`src/rtl/perceptron_layer_ctrl_if.sv`:
```
// Bus bundle for perceptron_layer_ctrl: config port, input vector stream,
// shared perceptron operand/result lines and result stream.
interface perceptron_layer_ctrl_if #(
   parameter int NEURONS = 4
);
   localparam int NIDX_W = (NEURONS > 1) ? $clog2(NEURONS) : 1;

   // Handshakes: a transfer happens on a rising edge where valid && ready.
   // The producer holds valid and its payload unchanged until that edge.
   // The consumer may drive ready at any time.
   logic              cfg_we;
   logic [NIDX_W-1:0] cfg_neuron;
   logic [3:0]        cfg_sel;
   logic [7:0]        cfg_data;
   logic              cfg_err;
   logic              in_valid;
   logic              in_ready;
   logic [7:0]        in_data;
   logic [7:0]        pe_in;
   logic [63:0]       pe_weights;
   logic [7:0]        pe_bias;
   logic [7:0]        pe_out;
   logic              out_valid;
   logic              out_ready;
   logic [7:0]        out_data;
   logic [NIDX_W-1:0] out_neuron;
   logic              out_last;
   logic              busy;
   logic [1:0]        dbg_state;

   modport master (
      output cfg_we, cfg_neuron, cfg_sel, cfg_data, in_valid, in_data,
             pe_out, out_ready,
      input  cfg_err, in_ready, pe_in, pe_weights, pe_bias, out_valid,
             out_data, out_neuron, out_last, busy, dbg_state
   );

   modport slave (
      input  cfg_we, cfg_neuron, cfg_sel, cfg_data, in_valid, in_data,
             pe_out, out_ready,
      output cfg_err, in_ready, pe_in, pe_weights, pe_bias, out_valid,
             out_data, out_neuron, out_last, busy, dbg_state
   );
endinterface

```
`src/rtl/perceptron_layer_ctrl.sv`:
```
// Time-multiplexes one perceptron across NEURONS virtual neurons of a layer.
// Define RELU_EN to clamp negative (bit7 set) results to zero on capture.
module perceptron_layer_ctrl #(
   parameter int NEURONS = 4,
   parameter int PE_LAT  = 1
) (
   input logic                    clk,
   input logic                    rst_n,
   perceptron_layer_ctrl_if.slave bus
);
   localparam int NIDX_W = (NEURONS > 1) ? $clog2(NEURONS) : 1;
   localparam int DEPTH  = 2 ** NIDX_W;
   localparam logic [NIDX_W-1:0] LAST_IDX   = NIDX_W'(NEURONS - 1);
   localparam logic [NIDX_W:0]   NEURON_CNT = (NIDX_W + 1)'(NEURONS);
   localparam logic [2:0]        LAT_M1     = (PE_LAT > 0) ? 3'(PE_LAT - 1) : 3'd0;

   typedef enum logic [1:0] {S_IDLE, S_ISSUE, S_WAIT, S_OUT} state_t;

   state_t            r_state;
   logic [7:0]        r_w [DEPTH][8];
   logic [7:0]        r_b [DEPTH];
   logic [NIDX_W-1:0] r_idx;
   logic [2:0]        r_cnt;
   logic              r_in_ready;
   logic              r_busy;
   logic              r_cfg_err;
   logic              r_out_valid;
   logic [7:0]        r_out_data;
   logic [NIDX_W-1:0] r_out_neuron;
   logic              r_out_last;
   logic [7:0]        r_pe_in;
   logic [63:0]       r_pe_weights;
   logic [7:0]        r_pe_bias;

   logic              w_cfg_ok;
   logic              w_cfg_wr;
   logic              w_accept;
   logic              w_out_hs;
   logic [NIDX_W-1:0] w_idx_nxt;
   logic [63:0]       w_row0_w;
   logic [7:0]        w_row0_b;
   logic [63:0]       w_next_w;
   logic [7:0]        w_next_b;
   logic [7:0]        w_cap;

   always_comb begin
      w_cfg_ok  = (bus.cfg_sel <= 4'd8) && ({1'b0, bus.cfg_neuron} < NEURON_CNT);
      w_cfg_wr  = bus.cfg_we && w_cfg_ok && (r_state == S_IDLE);
      w_accept  = bus.in_valid && r_in_ready;
      w_out_hs  = r_out_valid && bus.out_ready;
      w_idx_nxt = r_idx + 1'b1;
      // Neuron 0 operands bypass a same-cycle write so it reaches this vector.
      for (int k = 0; k < 8; k++) begin
         w_row0_w[8*k +: 8] = (w_cfg_wr && bus.cfg_neuron == '0 && bus.cfg_sel == 4'(k))
                              ? bus.cfg_data : r_w[0][k];
         w_next_w[8*k +: 8] = r_w[w_idx_nxt][k];
      end
      w_row0_b = (w_cfg_wr && bus.cfg_neuron == '0 && bus.cfg_sel == 4'd8)
                 ? bus.cfg_data : r_b[0];
      w_next_b = r_b[w_idx_nxt];
`ifdef RELU_EN
      w_cap = bus.pe_out[7] ? 8'h00 : bus.pe_out;
`else
      w_cap = bus.pe_out;
`endif
   end

   always_ff @(posedge clk) begin
      if (!rst_n) begin
         r_state      <= S_IDLE;
         r_idx        <= '0;
         r_cnt        <= '0;
         r_in_ready   <= 1'b1;
         r_busy       <= 1'b0;
         r_cfg_err    <= 1'b0;
         r_out_valid  <= 1'b0;
         r_out_data   <= '0;
         r_out_neuron <= '0;
         r_out_last   <= 1'b0;
         r_pe_in      <= '0;
         r_pe_weights <= '0;
         r_pe_bias    <= '0;
         for (int n = 0; n < DEPTH; n++) begin
            r_b[n] <= '0;
            for (int k = 0; k < 8; k++) r_w[n][k] <= '0;
         end
      end else begin
         r_cfg_err <= bus.cfg_we && !w_cfg_wr;
         if (w_cfg_wr) begin
            if (bus.cfg_sel == 4'd8) r_b[bus.cfg_neuron] <= bus.cfg_data;
            else r_w[bus.cfg_neuron][bus.cfg_sel[2:0]] <= bus.cfg_data;
         end
         case (r_state)
            S_IDLE: begin
               if (w_accept) begin
                  r_idx        <= '0;
                  r_pe_in      <= bus.in_data;
                  r_pe_weights <= w_row0_w;
                  r_pe_bias    <= w_row0_b;
                  r_in_ready   <= 1'b0;
                  r_busy       <= 1'b1;
                  r_state      <= S_ISSUE;
               end
            end
            S_ISSUE: begin
               if (PE_LAT == 0) begin
                  r_out_data   <= w_cap;
                  r_out_neuron <= r_idx;
                  r_out_last   <= (r_idx == LAST_IDX);
                  r_out_valid  <= 1'b1;
                  r_state      <= S_OUT;
               end else begin
                  r_cnt   <= LAT_M1;
                  r_state <= S_WAIT;
               end
            end
            S_WAIT: begin
               if (r_cnt == 3'd0) begin
                  r_out_data   <= w_cap;
                  r_out_neuron <= r_idx;
                  r_out_last   <= (r_idx == LAST_IDX);
                  r_out_valid  <= 1'b1;
                  r_state      <= S_OUT;
               end else begin
                  r_cnt <= r_cnt - 3'd1;
               end
            end
            S_OUT: begin
               if (w_out_hs) begin
                  r_out_valid <= 1'b0;
                  if (r_idx == LAST_IDX) begin
                     r_in_ready <= 1'b1;
                     r_busy     <= 1'b0;
                     r_state    <= S_IDLE;
                  end else begin
                     r_idx        <= w_idx_nxt;
                     r_pe_weights <= w_next_w;
                     r_pe_bias    <= w_next_b;
                     r_state      <= S_ISSUE;
                  end
               end
            end
            default: r_state <= S_IDLE;
         endcase
      end
   end

   assign bus.cfg_err    = r_cfg_err;
   assign bus.in_ready   = r_in_ready;
   assign bus.pe_in      = r_pe_in;
   assign bus.pe_weights = r_pe_weights;
   assign bus.pe_bias    = r_pe_bias;
   assign bus.out_valid  = r_out_valid;
   assign bus.out_data   = r_out_data;
   assign bus.out_neuron = r_out_neuron;
   assign bus.out_last   = r_out_last;
   assign bus.busy       = r_busy;
   assign bus.dbg_state  = r_state;
endmodule

```
`src/flat_wrapper.sv`:
```
// flat-port wrapper written by rule: the top's interface ports become plain ports
module perceptron_layer_ctrl_flat 
#(
   parameter int NEURONS = 4,
   parameter int PE_LAT  = 1
)
  (clk, rst_n, bus_cfg_we, bus_cfg_neuron, bus_cfg_sel, bus_cfg_data, bus_in_valid, bus_in_data, bus_pe_out, bus_out_ready, bus_cfg_err, bus_in_ready, bus_pe_in, bus_pe_weights, bus_pe_bias, bus_out_valid, bus_out_data, bus_out_neuron, bus_out_last, bus_busy, bus_dbg_state);
  perceptron_layer_ctrl_if #(.NEURONS(NEURONS)) bus_i ();
  input logic clk;
  input logic rst_n;
  input wire logic [$bits(bus_i.cfg_we)-1:0] bus_cfg_we;
  input wire logic [$bits(bus_i.cfg_neuron)-1:0] bus_cfg_neuron;
  input wire logic [$bits(bus_i.cfg_sel)-1:0] bus_cfg_sel;
  input wire logic [$bits(bus_i.cfg_data)-1:0] bus_cfg_data;
  input wire logic [$bits(bus_i.in_valid)-1:0] bus_in_valid;
  input wire logic [$bits(bus_i.in_data)-1:0] bus_in_data;
  input wire logic [$bits(bus_i.pe_out)-1:0] bus_pe_out;
  input wire logic [$bits(bus_i.out_ready)-1:0] bus_out_ready;
  output wire logic [$bits(bus_i.cfg_err)-1:0] bus_cfg_err;
  output wire logic [$bits(bus_i.in_ready)-1:0] bus_in_ready;
  output wire logic [$bits(bus_i.pe_in)-1:0] bus_pe_in;
  output wire logic [$bits(bus_i.pe_weights)-1:0] bus_pe_weights;
  output wire logic [$bits(bus_i.pe_bias)-1:0] bus_pe_bias;
  output wire logic [$bits(bus_i.out_valid)-1:0] bus_out_valid;
  output wire logic [$bits(bus_i.out_data)-1:0] bus_out_data;
  output wire logic [$bits(bus_i.out_neuron)-1:0] bus_out_neuron;
  output wire logic [$bits(bus_i.out_last)-1:0] bus_out_last;
  output wire logic [$bits(bus_i.busy)-1:0] bus_busy;
  output wire logic [$bits(bus_i.dbg_state)-1:0] bus_dbg_state;
  assign bus_i.cfg_we = bus_cfg_we;
  assign bus_i.cfg_neuron = bus_cfg_neuron;
  assign bus_i.cfg_sel = bus_cfg_sel;
  assign bus_i.cfg_data = bus_cfg_data;
  assign bus_i.in_valid = bus_in_valid;
  assign bus_i.in_data = bus_in_data;
  assign bus_i.pe_out = bus_pe_out;
  assign bus_i.out_ready = bus_out_ready;
  assign bus_cfg_err = bus_i.cfg_err;
  assign bus_in_ready = bus_i.in_ready;
  assign bus_pe_in = bus_i.pe_in;
  assign bus_pe_weights = bus_i.pe_weights;
  assign bus_pe_bias = bus_i.pe_bias;
  assign bus_out_valid = bus_i.out_valid;
  assign bus_out_data = bus_i.out_data;
  assign bus_out_neuron = bus_i.out_neuron;
  assign bus_out_last = bus_i.out_last;
  assign bus_busy = bus_i.busy;
  assign bus_dbg_state = bus_i.dbg_state;
  perceptron_layer_ctrl #(.NEURONS(NEURONS), .PE_LAT(PE_LAT)) u_core (.clk(clk), .rst_n(rst_n), .bus(bus_i));
endmodule
```
`config.mk`:
```
export PLATFORM = sky130hd
export DESIGN_NAME = perceptron_layer_ctrl_flat
export DESIGN_NICKNAME = d
export VERILOG_FILES = /design/src/rtl/perceptron_layer_ctrl_if.sv /design/src/rtl/perceptron_layer_ctrl.sv /design/src/flat_wrapper.sv
export SDC_FILE = /design/constraint.sdc
export NUM_CORES = 1
export LEC_CHECK = 0
export CAP_MARGIN = 40
export CORE_UTILIZATION = 60
export CTS_CLUSTER_DIAMETER = 200
export DETAILED_ROUTE_END_ITERATION = 7
export GPL_ROUTABILITY_DRIVEN = 0
export HOLD_SLACK_MARGIN = 0.12
export PLACE_DENSITY = 0.81
export RECOVER_POWER = 100
export SLEW_MARGIN = 10
export SYNTH_ARGS = -nofsm -noshare
export SYNTH_HDL_FRONTEND = slang
export SYNTH_SLANG_ARGS = --single-unit
```
`constraint.sdc`:
```
create_clock -name clk -period 6.6 [get_ports clk]
set_clock_uncertainty 0.05 [all_clocks]
set_input_delay 1.65 -clock clk [delete_from_list [all_inputs] [get_ports clk]]
set_output_delay 1.65 -clock clk [all_outputs]
set_load 0.005 [all_outputs]
```
Yosys cells after proc, flatten, opt, wreduce, memory -nomap -nowiden
Memories as Yosys holds them, arrays and structs flattened.
Index checks and enable logic that the tools add are counted.
- add/subtract/negate cells: 2
- multipliers: 0
- div/mod/pow operators: 0
- magnitude comparators: 3
- equality and inequality tests: 18
- shift-type cells: 0
- muxes and demuxes: 56
- bitwise logic cells: 1
- reductions and logical operators: 33
- operators with widths (cell ; count):
    64-bit 2-to-1 mux ; 6
    64-bit one-hot mux with 2 select lines ; 1
    8-bit 2-to-1 mux ; 14
    64-bit OR reduction ; 1
    8-bit demux with 3-bit select ; 1
    1-bit 2-to-1 mux ; 18
    4-bit by 3-bit equality test with 1-bit output, second input constant ; 4
    1-bit logical AND ; 16
    2-bit 2-to-1 mux ; 8
    8-bit one-hot mux with 2 select lines ; 1
    4-bit by 2-bit equality test with 1-bit output, second input constant ; 2
    2-bit by 1-bit inequality test with 1-bit output, second input constant ; 4
    2-bit one-hot mux with 4 select lines ; 1
    4-bit AND reduction ; 2
    8-bit OR reduction ; 1
    2-bit equality test, second input constant ; 3
    1-bit one-hot mux with 2 select lines ; 3
    3-bit one-hot mux with 2 select lines ; 1
    2-bit AND reduction ; 3
    3-bit AND reduction ; 2
    2-bit nonzero test ; 3
    4-bit by 1-bit equality test with 1-bit output, second input constant ; 1
    4-bit equality test, second input constant ; 1
    4-bit greater-or-equal comparator, second input constant ; 1
    13 further kinds ; 15
- register bits: 102
- bits in latches: 0
- bits in writable memories: 288
- memory bits (read-only): 0
- bits of input ports: 35
- output and inout port bits: 97
- memories: 2
- memories (memory ; depth ; width ; read ports ; clocked after memory_dff ; wr ports ; line ; RTL):
    u_core.r_w ; 4 ; 64 ; 2 ; 0 ; 4 ; perceptron_layer_ctrl.sv:20 ; logic [7:0] r_w [DEPTH][8];
    u_core.r_b ; 4 ; 8 ; 2 ; 0 ; 4 ; perceptron_layer_ctrl.sv:21 ; logic [7:0] r_b [DEPTH];

Depth between registers and ports, before layout
Gate-level depths: netlist (run 1).
- word-level depth: 8
- gate-level depth with buffers: 9

Least setup slack after synthesis (run 1)
OpenSTA, ideal clock, no wires.
- path kind: in2reg
- start point: input rst_n
- end point: memory u_core.r_w[2][10] (netlist bit) (enable)
- library setup time: 0.384 ns
- data arrival time: 3.187 ns
- path slack: 2.979 ns
- stages on the path: 5
- cell sequence: clkbuf_1 > nand4b_1 > or3_1 > clkbuf_1 > o21ai_0
- RTL lines (item ; line ; RTL):
    from (decl) ; flat_wrapper.sv:10 ; input logic rst_n;
    to (decl) ; perceptron_layer_ctrl.sv:20 ;

==> results of run 1 <==
[synthesized netlist by cell type, drive strengths merged, types with 2 or more instances]
cell type  count  share of area, %
nand4b         3              0.15
nand2         47              0.99
nand4          3              0.11
and2         283                10
dfxtp        102                11
clkbuf        96               2.0
ha             8              0.56
edfxtp       288                49
nor4           2              0.24
a21bo          2              0.11
o21ai         36               1.0
and3          10              0.35
or4            2             0.084
nor2b          2             0.070
or3            4              0.14
inv            7              0.15
a21oi         97               2.7
mux4          72               9.1
a31oi          6              0.21
nand2b         9              0.32
nor3           5              0.25
buf           29              0.81
or4b           3              0.17
mux2i         72               4.1
nand3          6              0.17
a211oi        72               3.0
a21boi         2             0.084
nor4b          2              0.13
nor2         115               2.4
[area by class of cell]
class / instances / area [µm²] / share of cell area [%]
clock inverter: 21 / 145.1 / 0.7041
multi-input combinational: 870 / 6546 / 31.76
antenna: 1 / 2.502 / 0.01214
tap: 384 / 480.5 / 2.331
sequential: 390 / 10690 / 51.88
timing repair buffer: 180 / 1585 / 7.690
clock buffer: 51 / 1135 / 5.505
inverter: 7 / 26.28 / 0.1275
[cell families (layout without fill, tap and decap cells)]
logic type | after synthesis | after routing | synth area share (%)
other | 0 | 1 | 0
flip-flops | 390 | 390 | 60.16
AND/OR/NAND/NOR | 499 | 499 | 15.72
buffers and inverters | 132 | 259 | 2.986
adder cells (fa/ha/maj) | 8 | 8 | 0.5633
AO/OA/AOI/OAI | 219 | 219 | 7.386
multiplexers | 144 | 144 | 13.18
[path summary, 6_finish.rpt]
kind	from	to	slack [ns]	cells past startpoint
min reg2reg	u_core.bus.out_data[5]	u_core.bus.out_data[5]	0.40	2
max	rst_n	u_core.bus.pe_weights[6]	1.71	6
min	u_core.bus.out_data[5]	u_core.bus.out_data[5]	0.40	2
max reg2reg	u_core.bus.dbg_state[0]	u_core.r_w[0][29]	3.20	6
[sequential cells by signal (all words and copies together) (netlist names)]
name and count:
u_core.bus.out_last 1, u_core.bus.out_data 8, u_core.bus.pe_bias 8, u_core.bus.out_neuron 2
u_core.r_idx 2, u_core.bus.out_valid 1, u_core.r_w 256, u_core.bus.cfg_err 1
u_core.bus.dbg_state 2, u_core.bus.pe_in 8, u_core.bus.in_ready 1, u_core.r_cnt 3
u_core.bus.pe_weights 64, u_core.bus.busy 1, u_core.r_b 32
[worst reg2reg max path: cells and delay by family (launching register included)]
kind	cells	cell delay (ns)
flops	1	0.34
buf+inv	1	0.15
fa+ha+maj	1	0.46
simple gates	4	2.07
[power groups by stage]
stage / sequential [mW] / combinational, mW / clock (mW)
floorplan: 3.08 / 0.731 / 0
global placement: 3.12 / 1.31 / 0
detailed placement: 3.12 / 1.37 / 0
CTS: 3.08 / 1.38 / 2.22
global route: 3.10 / 1.41 / 2.31
finish: 3.07 / 1.29 / 2.21
[per-layer routing]
layer	part of all wire, %	vias up
met3	7.5	104
li1	-	5261
met5	0	-
met1	39	5883
met2	51	510
met4	3.1	0
==> flow_metrics.env, run 1 <==
export IMPL_worst_slew_pin_slew_ns=1.936
export IMPL_cts_tree="yes"
export IMPL_antenna_found_initial=2
export IMPL_critical_path_max_fanout=49
export IMPL_drt_first_pass_iters=5
export IMPL_crit_buf_inv=3
export IMPL_synth_edf_count=288
export IMPL_p_int_mw=4.810
export IMPL_total_power_mw=6.576
export IMPL_grt_met2_usage_pct=49.22
export IMPL_critPathKind="primary input to flop"
export IMPL_dpl_cell_count=1831
export IMPL_die_w_um=174.1
export IMPL_p_sw_share_pct=26.85
export IMPL_cts_sinks=390
export IMPL_wirelength_um=42610
export IMPL_grtUsageMet1_pct=36.32
export IMPL_die_h_um=174.1
export IMPL_final_util_pct=71.24
export IMPL_cts_resized=0
export IMPL_setup_violations=0
export IMPL_clk_pin_slew_ns=0.06
export IMPL_synth_cells=1392
export IMPL_dp_hpwl_um=26880
export IMPL_cp_arrival_ns=5.25
export IMPL_crit_slowest_cell="clkbuf_1"
export IMPL_max_freq_mhz=204.7
export IMPL_rsz0062_at_grt="false"
export IMPL_pwr_share_comb_pct=19.7
export IMPL_critPathLaunchType="primary input"
export IMPL_max_cap_viol_count=1
export IMPL_root_buffer="clkbuf_16"
export IMPL_irDropWorstVdd_mv=0.2064
export IMPL_holdWs_ns=0.3990
export IMPL_initial_core_util_pct=61.41
export IMPL_syn_area_um2=17770
export IMPL_cts_buffers=40
export IMPL_met3_usage_pct=4.309
export IMPL_finalSetupTns_ns=0
export IMPL_yosysWarnings=0
export IMPL_power_per_cell_area_nw_per_um2=319.0
export IMPL_violations="max-capacitance violations, max-slew violations"
export IMPL_min_delay_path_class="flop to flop"
export IMPL_worst_slew_margin_rel_pct=-29.07
export IMPL_core_rowCount=62
export IMPL_io_buffers=131
export IMPL_outcome="finished, violations left"
export IMPL_pre_cts_ws_ns=2.020
export IMPL_stdcell_count=1904
export IMPL_clockBufferDepth=3
export IMPL_overflow=0
export IMPL_drc=0
export IMPL_fillers=1869
export IMPL_htree_levels=2
export IMPL_layout_common_cells="edfxtp_1, and2_0, nor2_1"
export IMPL_yosysSeqAreaShare_pct=60.16
export IMPL_async_reset_ff_share_pct=0
export IMPL_path_common_cell="buf_4"
export IMPL_drive_above_1_share_pct=10.47
export IMPL_drtIter0Drc=1149
export IMPL_final_max_slew_viol_count=38
export IMPL_vias_per_cell=6.175
export IMPL_fin_crit_ns=4.886
export IMPL_grt_busiest_layer="met2"
export IMPL_grt_max_degree=58
export IMPL_power_switching_mw=1.766
export IMPL_syn_nets=1435
export IMPL_leakagePower_nw=7.528
export IMPL_die_area_um2=30310
export IMPL_synth_seq_cells=390
export IMPL_grt_first_pass_wirelength_um=66180
export IMPL_end_kind="flop"
export IMPL_ant_nets=0
export IMPL_yosysUniqueCellTypes=42
export IMPL_synthToLayoutAreaGrowth_pct=16.01
export IMPL_cpLargestDelayFamily="buffers and inverters"
export IMPL_clock_latency_ns=0.53
export IMPL_crit_chain="buf_4 > clkbuf_1 > o2111a_2 > buf_4 > a21oi_1 > a211oi_1"
export IMPL_seqPwrFrac_pct=46.7
export IMPL_grt_usage_pct=28.41
export IMPL_post_cts_repair_setup_buffers=0
export IMPL_fin_crit_sh_pct=74.03
export IMPL_vias=11758
export IMPL_num_io_pins=132
export IMPL_post_dp_cell_area_um2=19400
export IMPL_cp_required_ns=6.97
export IMPL_syn_avg_cell_area_um2=12.77
export IMPL_hold_viol=0
export IMPL_routedWlPerCell_um=22.38
export IMPL_max_stage_delay_ns=1.42
export IMPL_core_area_um2=28940
export IMPL_pwr_share_clk_pct=33.7
export IMPL_hold_buffers=0
export IMPL_nets=1532
export IMPL_grt_pass1_vias=11970
export IMPL_finalWorstSetupSlack_ns=1.714
export IMPL_fin_area_um2=20610
export IMPL_layout_commonest_cell="edfxtp_1"
export IMPL_ys_flop_type="edfxtp_1"
(Power assumes the default switching activity.)
==> run 2, diff against run 1 <==
- CORE_UTILIZATION: 60 -> 59
- PLACE_DENSITY: 0.81 -> 0.8
- clock period: 6.6 -> 4.74 ns (I/O delays scaled with it)
==> flow_metrics.env, run 2 (synthesis gave the netlist of run 1 again) <==
export IMPL_final_max_slew_viol_count=0
export IMPL_stdcell_count=1923
export IMPL_finalSetupTns_ns=0
export IMPL_violations="max-capacitance violations"
export IMPL_seqCellArea_um2=10690
export IMPL_total_power_mw=9.226
export IMPL_max_cap_viol_count=1
export IMPL_min_delay_path_class="flop to flop"
export IMPL_cts_sinks=390
export IMPL_ant_nets=0
export IMPL_fin_crit_sh_pct=81.98
export IMPL_r2r_setup_slack_ns=1.31
export IMPL_grt_usage_pct=27.80
export IMPL_worst_slew_margin_rel_pct=0.1029
export IMPL_dpl_cell_count=1848
export IMPL_pre_cts_ws_ns=0.7253
export IMPL_power_switching_mw=2.492
export IMPL_critPathLaunchType="primary input"
export IMPL_overflow=0
export IMPL_vias=11694
export IMPL_multiInputGateArea_um2=6538
export IMPL_io_buffers=131
export IMPL_core_rowCount=63
export IMPL_hold_buffers=0
export IMPL_routedWlPerCell_um=21.93
export IMPL_die_h_um=175.5
export IMPL_setup_violations=0
export IMPL_antenna_found_initial=1
export IMPL_synthToLayoutAreaGrowth_pct=16.57
export IMPL_drtIter0Drc=1161
export IMPL_cp_required_ns=5.09
export IMPL_drive_above_1_share_pct=10.77
export IMPL_min_path_cells=2
export IMPL_grt_max_degree=70
export IMPL_max_stage_delay_ns=0.98
export IMPL_outcome="finished, violations left"
export IMPL_regMostFlops="u_core.r_w"
export IMPL_irDropWorstVdd_mv=0.2653
export IMPL_largest_register_ffs=256
export IMPL_critPathKind="primary input to flop"
export IMPL_initial_core_util_pct=59.95
export IMPL_critical_path_max_fanout=18
export IMPL_nets=1543
export IMPL_worst_slew_pin_slew_ns=1.498
export IMPL_p_int_mw=6.733
export IMPL_seqPwrFrac_pct=46.5
export IMPL_crit_slowest_cell="nor4b_1"
export IMPL_num_io_pins=132
export IMPL_rr_worst_depth=6
export IMPL_grt_pass1_vias=11603
export IMPL_crit_chain="dlygate4sd3_1 > nor4b_1 > nand3_1 > nor2_1 > and3_1"
export IMPL_cp_arrival_ns=4.23
export IMPL_fillers=2048
export IMPL_finalWorstSetupSlack_ns=0.8542
export IMPL_p_sw_share_pct=27.01
export IMPL_wirelength_um=42170
export IMPL_max_freq_mhz=257.3
export IMPL_clk_pin_slew_ns=0.06
export IMPL_pwr_share_clk_pct=33.8
export IMPL_fin_crit_ns=3.886
export IMPL_post_cts_repair_setup_buffers=0
export IMPL_end_kind="flop"
export IMPL_root_buffer="clkbuf_16"
export IMPL_grt_first_pass_wirelength_um=65890
export IMPL_clockBufferDepth=3
export IMPL_core_area_um2=29640
export IMPL_drc=0
export IMPL_cts_tree="yes"
export IMPL_cts_resized=0
export IMPL_leakagePower_nw=7.589
export IMPL_drt_first_pass_iters=5
export IMPL_rsz0062_at_grt="false"
export IMPL_power_per_cell_area_nw_per_um2=445.4
export IMPL_vias_per_cell=6.081
export IMPL_pwr_share_comb_pct=19.7
export IMPL_layout_common_cells="edfxtp_1, and2_0, nor2_1"
export IMPL_dp_hpwl_um=26260
export IMPL_die_w_um=175.5
export IMPL_layout_commonest_cell="edfxtp_1"
export IMPL_cts_buffers=40
export IMPL_hold_viol=0
export IMPL_htree_levels=2
export IMPL_die_area_um2=30820
export IMPL_clock_latency_ns=0.53
run 2: changes by cell type in the layout (fill, tap and decap cells not counted), sizes merged, moves of 2 or more:
cell / change
clkinv: -3
buf: +7
clkbuf: +5
inv: +2
run 2: path summary, 6_finish.rpt:
check	start	to
worst max-delay path	bus_cfg_sel[0]	u_core.r_b[0][0]
worst min register to register	u_core.bus.pe_in[7]	u_core.bus.pe_in[7]
worst max register to register	u_core.bus.dbg_state[1]	u_core.bus.pe_weights[34]
worst min-delay path	u_core.bus.pe_in[7]	u_core.bus.pe_in[7]
run 2: routing by layer:
metal	up-vias	track usage, %	part of all wire, %
met5	-	0	0
met2	566	45.82	48
li1	5287	-	-
met1	5751	37.71	41
met3	90	4.351	7.9
met4	0	9.855	3.1
run 2: stage by stage:
step	util (%)	hold slack (ns)	cell area, µm²
5_1_grt	69.88	0.4152	20710
2_1_floorplan	-	0.4027	17770
3_5_place_dp	66.04	0.3968	19570
6_report	69.89	0.4012	20710
3_3_place_gp	65.85	0.3911	19520
4_1_cts	70.44	0.4051	20880
run 2: area by class of cell:
cell class	instances	share of cell area (%)
Sequential cell	390	51.63
Multi-Input combinational cell	870	31.56
Timing Repair Buffer	191	8.016
Clock buffer	52	5.394
Tap cell	390	2.356
Clock inverter	22	0.9061
Inverter	7	0.1268
Antenna cell	1	0.01208
run 2: critical path, delay by kind of cell:
kind	cells	cell delay (ns)
buffers and inverters	1	0.82
and+or+nand+nor	4	2.22
run 2: power by group through the flow:
stage / combinational, mW / sequential, mW / clock [mW]
2_1_floorplan: 1.02 / 4.29 / 0
3_3_place_gp: 1.86 / 4.35 / 0
3_5_place_dp: 1.92 / 4.36 / 0
4_1_cts: 1.94 / 4.30 / 3.15
5_1_grt: 1.98 / 4.32 / 3.28
6_report: 1.82 / 4.29 / 3.12
==> run 3, diff against run 2 <==
- clock period: 4.74 -> 3.9 ns (I/O delays scaled with it)
==> flow_metrics.env, run 3 (synthesis gave the netlist of run 1 again) <==
export IMPL_fin_area_um2=20700
export IMPL_ant_nets=0
export IMPL_hold_viol=0
export IMPL_stdcell_count=1929
export IMPL_cts_sinks=390
export IMPL_core_rowCount=63
export IMPL_grt_first_pass_wirelength_um=64670
export IMPL_wirelength_um=41800
export IMPL_synthToLayoutAreaGrowth_pct=16.48
export IMPL_layout_common_cells="edfxtp_1, and2_0, and2_1"
export IMPL_clock_latency_ns=0.53
export IMPL_fillers=2005
export IMPL_worst_slew_margin_rel_pct=39.77
export IMPL_cp_arrival_ns=3.67
export IMPL_critPathKind="primary input to flop"
export IMPL_routedWlPerCell_um=21.67
export IMPL_end_kind="flop"
export IMPL_worst_slew_pin_slew_ns=0.9034
export IMPL_drtIter0Drc=1227
export IMPL_max_freq_mhz=300.3
export IMPL_nets=1551
export IMPL_hold_buffers=0
export IMPL_drt_first_pass_iters=7
export IMPL_final_max_slew_viol_count=0
export IMPL_grt_max_degree=90
export IMPL_max_cap_viol_count=0
export IMPL_leakagePower_nw=7.597
export IMPL_drc=0
export IMPL_cp_required_ns=4.24
export IMPL_num_io_pins=132
export IMPL_layout_commonest_cell="edfxtp_1"
export IMPL_die_w_um=175.5
export IMPL_post_dp_cell_area_um2=19620
export IMPL_io_buffers=131
export IMPL_cts_resized=0
export IMPL_htree_levels=2
export IMPL_fin_crit_ns=3.330
export IMPL_pre_cts_ws_ns=0.3651
export IMPL_dp_hpwl_um=25100
export IMPL_antenna_found_initial=2
export IMPL_setup_violations=0
export IMPL_regMostFlops="u_core.r_w"
export IMPL_fin_crit_sh_pct=85.37
export IMPL_min_delay_path_class="flop to flop"
export IMPL_post_cts_repair_setup_buffers=0
export IMPL_vias=11623
export IMPL_cts_buffers=40
export IMPL_overflow=0
export IMPL_critPathLaunchType="primary input"
export IMPL_cts_tree="yes"
export IMPL_drive_above_1_share_pct=11.05
export IMPL_finalSetupTns_ns=0
export IMPL_dpl_cell_count=1855
export IMPL_clk_pin_slew_ns=0.06
export IMPL_core_area_um2=29640
export IMPL_critical_path_max_fanout=17
export IMPL_root_buffer="clkbuf_16"
export IMPL_initial_core_util_pct=59.95
export IMPL_grt_pass1_vias=11484
export IMPL_vias_per_cell=6.025
export IMPL_die_h_um=175.5
export IMPL_multiInputGateArea_um2=6543
export IMPL_seqCellArea_um2=10690
export IMPL_grt_usage_pct=27.66
export IMPL_largest_register_ffs=256
export IMPL_die_area_um2=30820
export IMPL_irDropWorstVdd_mv=0.2718
export IMPL_power_per_cell_area_nw_per_um2=533.1
export IMPL_finalWorstSetupSlack_ns=0.5704
export IMPL_rsz0062_at_grt="false"
export IMPL_outcome="completed"
export IMPL_clockBufferDepth=3
[run 3: cell types whose count changed in the layout (fill, tap and decap cells not counted), moves of 4 or more]
cell,delta
and2_0,-15
and2_1,+15
clkbuf_1,+7
clkinv_1,-5
clkinv_2,+4
[run 3: critical path: stages]
cell	delay, ns
dlygate4sd3_1	0.77
nor4b_1	0.80
nand3_1	0.26
nor2_1	0.16
clkbuf_1	0.45
and3_1	0.25
[run 3: layer usage]
layer / share of wire [%] / GRT usage [%] / vias up
li1: - / - / 5296
met1: 40 / 36.41 / 5724
met2: 49 / 46.63 / 506
met3: 7.5 / 4.502 / 95
met4: 2.9 / 9.964 / 2
met5: 0.041 / 0 / -
[run 3: path summary, 6_finish.rpt]
kind	slack, ns	end	start	cells after the start
setup reg to reg	0.61	u_core.bus.pe_weights[16]	u_core.bus.dbg_state[1]	8
hold reg to reg	0.40	u_core.bus.out_data[7]	u_core.bus.out_data[7]	2
setup / recovery	0.57	u_core.r_b[0][2]	bus_cfg_sel[0]	6
hold / removal	0.40	u_core.bus.out_data[7]	u_core.bus.out_data[7]	2
[run 3: final cells by class]
cell class	instances	area share (%)
repair buffers	199	8.264
diodes	1	0.01209
multi-input cells	870	31.61
well taps	390	2.358
clock buffers	54	5.386
inverters	7	0.1269
flip-flops and latches	390	51.67
clock inverters	18	0.5743
[run 3: where the power goes]
group	leakage (nW)	internal, mW	total, mW	switching (mW)
Sequential	3.82	4.91	5.18	0.269
Combinational	3.17	1.05	2.26	1.21
Clock	0.607	2.07	3.59	1.52
[run 3: stage by stage]
step	utilization (%)	hold WS, ns	power, mW
floorplan	-	0.4027	6.457
global placement	66.21	0.3917	7.585
detailed placement	66.21	0.3971	7.652
CTS	70.37	0.4056	11.23
global route	69.82	0.4202	11.46
finish	69.83	0.4027	11.03
